==> config.mk <==
export PLATFORM = sky130hd
export DESIGN_NAME = seq_steer_driver
export DESIGN_NICKNAME = d
export VERILOG_FILES = /design/src/rtl/seq_pkg.sv /design/src/rtl/seq_steer_driver.sv
export SDC_FILE = /design/constraint.sdc
export NUM_CORES = 1
export LEC_CHECK = 0
export ABC_AREA = 1
export CAP_MARGIN = 20
export CORE_MARGIN = 1
export CORE_UTILIZATION = 50
export DETAILED_ROUTE_END_ITERATION = 12
export HOLD_SLACK_MARGIN = 0.08
export PLACE_DENSITY = 0.9
export SLEW_MARGIN = 20
export SYNTH_ARGS = -nofsm -noshare
export SYNTH_HDL_FRONTEND = slang
export SYNTH_SLANG_ARGS = --single-unit
==> constraint.sdc <==
create_clock -name clk -period 2.65 [get_ports clk]
set_input_delay 0.53 -clock clk [delete_from_list [all_inputs] [get_ports clk]]
set_output_delay 0.53 -clock clk [all_outputs]
set_load 0.1 [all_outputs]
==> src/rtl/seq_pkg.sv <==
// Shared definitions for the two-T-flip-flop circuit and its steering driver:
// state encoding, driver FSM states, the circuit next-state and steer functions.
package seq_pkg;

  typedef logic [1:0] seq_state_t;

  localparam seq_state_t S00 = 2'b00;
  localparam seq_state_t S01 = 2'b01;
  localparam seq_state_t S10 = 2'b10;
  localparam seq_state_t S11 = 2'b11;

  typedef enum logic [1:0] {
    ST_IDLE  = 2'd0,
    ST_STEER = 2'd1,
    ST_RESP  = 2'd2
  } drv_state_e;

  // Next state of seq_circuit for serial input x.
  function automatic seq_state_t seq_next(input seq_state_t state, input logic x);
    seq_state_t nxt;
    case (state)
      S00:     nxt = x ? S11 : S00;
      S01:     nxt = x ? S10 : S11;
      S10:     nxt = S11;
      default: nxt = x ? S11 : S01;
    endcase
    return nxt;
  endfunction

  // First move on the shortest path from cur towards tgt (tgt != cur, tgt != 00).
  function automatic logic seq_steer_x(input seq_state_t cur, input seq_state_t tgt);
    logic xs;
    case (cur)
      S00:     xs = 1'b1;
      S11:     xs = 1'b0;
      S01:     xs = (tgt == S10);
      default: xs = 1'b1;
    endcase
    return xs;
  endfunction

endpackage

==> src/rtl/seq_steer_driver.sv <==
// Steers seq_circuit to a commanded state via its serial input x and reports the step count.
// Optional SEQ_STEER_CHECK_EN adds a sticky model-vs-observed state compare on chk_err.
module seq_steer_driver (
  input  logic       clk,
  input  logic       reset,
  input  logic       cmd_valid,
  output logic       cmd_ready,
  input  logic [1:0] cmd_target,
  output logic       x,
  output logic       rsp_valid,
  input  logic       rsp_ready,
  output logic [1:0] rsp_steps,
  output logic       rsp_err,
  input  logic [1:0] obs_state,
  output logic       chk_err
);
  import seq_pkg::*;

  drv_state_e state_q;
  seq_state_t mdl_q, mdl_d;
  seq_state_t tgt_q;
  logic [1:0] steps_q;
  logic       err_q;
  logic       cmd_ready_q;
  logic       rsp_valid_q;

  // x depends only on registered state; the idle policy |mdl parks the circuit in 00 or 11.
  always_comb begin
    // NOTE: every always_comb output gets a default first so no path can infer a latch.
    x = |mdl_q;
    if (state_q == ST_STEER && mdl_q != tgt_q && tgt_q != S00)
      x = seq_steer_x(mdl_q, tgt_q);
  end

  assign mdl_d = seq_next(mdl_q, x);

  // NOTE: sequential state uses non-blocking assignments so every register samples pre-edge values.
  always_ff @(posedge clk or posedge reset) begin
    if (reset) mdl_q <= S00;
    else       mdl_q <= mdl_d;
  end

  always_ff @(posedge clk or posedge reset) begin
    if (reset) begin
      state_q     <= ST_IDLE;
      tgt_q       <= S00;
      steps_q     <= 2'd0;
      err_q       <= 1'b0;
      cmd_ready_q <= 1'b1;
      rsp_valid_q <= 1'b0;
    end else begin
      case (state_q)
        ST_IDLE: begin
          if (cmd_valid) begin
            tgt_q       <= cmd_target;
            steps_q     <= 2'd0;
            cmd_ready_q <= 1'b0;
            state_q     <= ST_STEER;
          end
        end
        ST_STEER: begin
          if (mdl_q == tgt_q) begin
            err_q       <= 1'b0;
            rsp_valid_q <= 1'b1;
            state_q     <= ST_RESP;
          end else if (tgt_q == S00) begin
            // 00 has no incoming transition other than reset.
            err_q       <= 1'b1;
            rsp_valid_q <= 1'b1;
            state_q     <= ST_RESP;
          end else begin
            steps_q <= steps_q + 2'd1;
          end
        end
        ST_RESP: begin
          if (rsp_ready) begin
            rsp_valid_q <= 1'b0;
            cmd_ready_q <= 1'b1;
            state_q     <= ST_IDLE;
          end
        end
        default: begin
          rsp_valid_q <= 1'b0;
          cmd_ready_q <= 1'b1;
          state_q     <= ST_IDLE;
        end
      endcase
    end
  end

  assign cmd_ready = cmd_ready_q;
  assign rsp_valid = rsp_valid_q;
  assign rsp_steps = steps_q;
  assign rsp_err   = err_q;

`ifdef SEQ_STEER_CHECK_EN
  logic chk_err_q;

  always_ff @(posedge clk or posedge reset) begin
    if (reset)                   chk_err_q <= 1'b0;
    else if (obs_state != mdl_q) chk_err_q <= 1'b1;
  end

  assign chk_err = chk_err_q;
`else
  logic unused_obs;
  assign unused_obs = ^obs_state;
  assign chk_err    = 1'b0;
`endif

endmodule

==> results.md <==
- Largest net degree at the start of global routing: 12
- CTS root buf: clkbuf_4
- Post-Synthesis Cell Area: 683 um^2
- Routability congestion estimate: 0.701
- ANT cells: 0
- Final slew viol count: 0
- Critical path peak fanout: 5
- Data arrival, critical path: 1730 ps
- Post-Place Setup Slack: 669 ps
- Max-Cap Viols: 0
- Sink Count: 11
- I/O pin cnt: 15
- DR vias/cell: 5.09
- Max Root-Sink Buffers: 2
- Mapped Nets: 89
- Flop-to-flop setup slack: 1200 ps
- Number of enable flip-flop cells after synthesis: 0
- Fin crit period: 2260 ps
- Wire per inst: 11.5 um
- Metal-1 WL: 449 um
- FF/Latch Area: 277 um^2
- Synth cell count leaders: nand2_1, dfrtp_1, inv_1
- Critical path cell sequence: inv_1 -> ha_1 -> or2_1 -> nand2_1 -> nand4_2 -> nand2_2 -> buf_12
- Setup bufs post-CTS: 0
- Initial DRC count: 5
- DR top layer: met4
- Post-synth top area share: 36.6%
- Post-synthesis cell type count: 25
- Post-synthesis cell count: 76
- Hold path start: cmd_ready$_DFFE_PP1P_
- Status: complete, no violations
- Die X: 39.0 um
- Met2 Routed Length: 630 um
- Final Hold Vio Count: 0
- Clock skew: 9.61 ps
- PnR worst setup slack: 391 ps
- Setup crit start kind: register
- Drt first pass iters: 4
- Post-route ant nets: 0
- Final instance area: 827 um^2
- Multi-input combinational cell area: 354 um^2
- Crit Path Class: register to primary output
- Post-route DRC: 0
- #FFs+latches synth: 11
- Synth top area cells: dfrtp_1, ha_1, nand2_1
- Cell family with most CP delay: simple AND/OR/NAND/NOR gates
- First-pass GRT wire length: 1960 um
- Worst reg2reg path depth: 8
- All-Layer GR Usage: 21.1%
- Yosys warns: 0
- Hold WC Path Type: register to register
- CP max stage cell: dfrtp_1
- Worst skew pair latency: 270 ps
- Die ar.: 1520 um^2
- Critical path buffers and inverters: 2
- Reg-to-Reg Start: mdl_q[1]$_DFF_PP0_
- Gr ovfl total: 0
- Initial antenna violation count: 0
- Buffers on Ports: 11
- Top-count cell post-synth: nand2_1
- Main flop type after synthesis: dfrtp_1
- Num rows: 12
- Layout cells sized above 1: 31.1%
- Launch point of the worst path: mdl_q[1]$_DFF_PP0_
- Syn Area/Cell: 8.99 um^2
- Post-synthesis sequential area ratio: 40.5%
- Crit end category: primary output
- Clk slew on worst S/H paths: 70 ps
- CP Data Required Time: 2120 ps
- Metal3 WL: 84 um
- Filler cells: 91
- Hold Slack: 487 ps
- Synthesis-to-layout area growth: 21.1%
- Final setup violation count: 0
- TritonCTS clock tree: built
- Final Cycle Share: 85.2%
- RSZ-0062 raised after global routing: no
- Placeable Area: 1190 um^2
- Worst hold path cell count: 2
- Placed cell areas: 801 um^2
- H-tree depth: 1
- TritonCTS Buffers: 3
- Post_cts resized: 0
- # hold bufs at CTS: 0
- Crit-path max cell delay: 410 ps
- Setup TNS: 0 ps
- Hpwl dp: 1010 um
- Starting Density: 57.6%
- R2R Path End: mdl_q[1]$_DFF_PP0_
- Async S/R FF share, synth: 100%
- Fmax: 443 MHz
- WL final: 1200 um
- Top cell type by total area after synthesis: dfrtp_1
- Vias in the first global route: 482
- Via count: 529
- Hold path endpoint: cmd_ready$_DFFE_PP1P_
- # nets final: 104
- Height of the chip: 39.0 um
[cells by family (layout without fill, tap and decap cells)]
family / count (synthesis) / after routing / share of synthesized area (%)
and+or+nand+nor: 37 / 37 / 33.5
buffers and inverters: 13 / 27 / 7.69
DFF: 11 / 11 / 40.5
AOI/OAI and AO/OA: 7 / 7 / 6.04
adders and majority gates: 5 / 5 / 9.16
xor gates and xnor gates: 2 / 2 / 2.56
other: 1 / 1 / 0.549
[how the worst max path moves through the flow]
stage	end	slack (ps)	cells after the start
2_1_floorplan	x	640	6
3_3_place_gp	x	700	7
3_5_place_dp	x	670	7
4_1_cts	x	370	7
5_1_grt	x	300	7
6_report	x	390	7
[layout by cell type (no fill, tap or decap), drive strengths merged]
| cell | count |
|---|---|
| xor2 | 1 |
| o21ai | 5 |
| nand4 | 1 |
| or2 | 2 |
| a31oi | 1 |
| nand2 | 23 |
| inv | 12 |
| clkdlybuf4s50 | 5 |
| ha | 5 |
| buf | 6 |
| o22ai | 1 |
| nand3 | 6 |
| clkbuf | 4 |
| nor2 | 5 |
| dfrtp | 10 |
| xnor2 | 1 |
| conb | 1 |
| dfstp | 1 |
[layout make-up]
cell class              count  share of cell area, %
clock buffers               4                   3.18
inverters                  12                   5.45
multi-input cells          52                   42.8
flip-flops and latches     11                   33.4
well taps                  14                   2.12
repair buffers             11                   13.0
[layer usage]
layer	track usage (%)	vias up
li1	-	261
met1	21.7	241
met2	33.8	23
met3	10.4	4
met4	12.9	0
met5	0	-
[worst register-to-register path, stage by stage, from the launching register on]
cell and delay [ps]:
dfrtp_1 410, inv_1 110, ha_1 210, or2_1 210, nand2_1 70, nand4_2 140
nand2_2 140, nand2_2 60, nand2_2 50
[metrics by stage]
| stage | utilization (%) | std cells |
|---|---|---|
| after CTS | 69.7 | 104 |
| after global placement | 67.5 | 100 |
| after floorplan | - | 76 |
| after global routing | 69.7 | 104 |
| after detailed placement | 67.5 | 100 |
| final | 69.7 | 104 |
[registers in the layout, indices dropped and copies added, names as in the netlist]
signal and cells:
cmd_ready 1, mdl_q 2, rsp_err 1, rsp_steps 2
rsp_valid 1, state_q 2, tgt_q 2
Power is not shown: default switching activity piles up to over one toggle a cycle in this logic, so the estimate is an artifact.
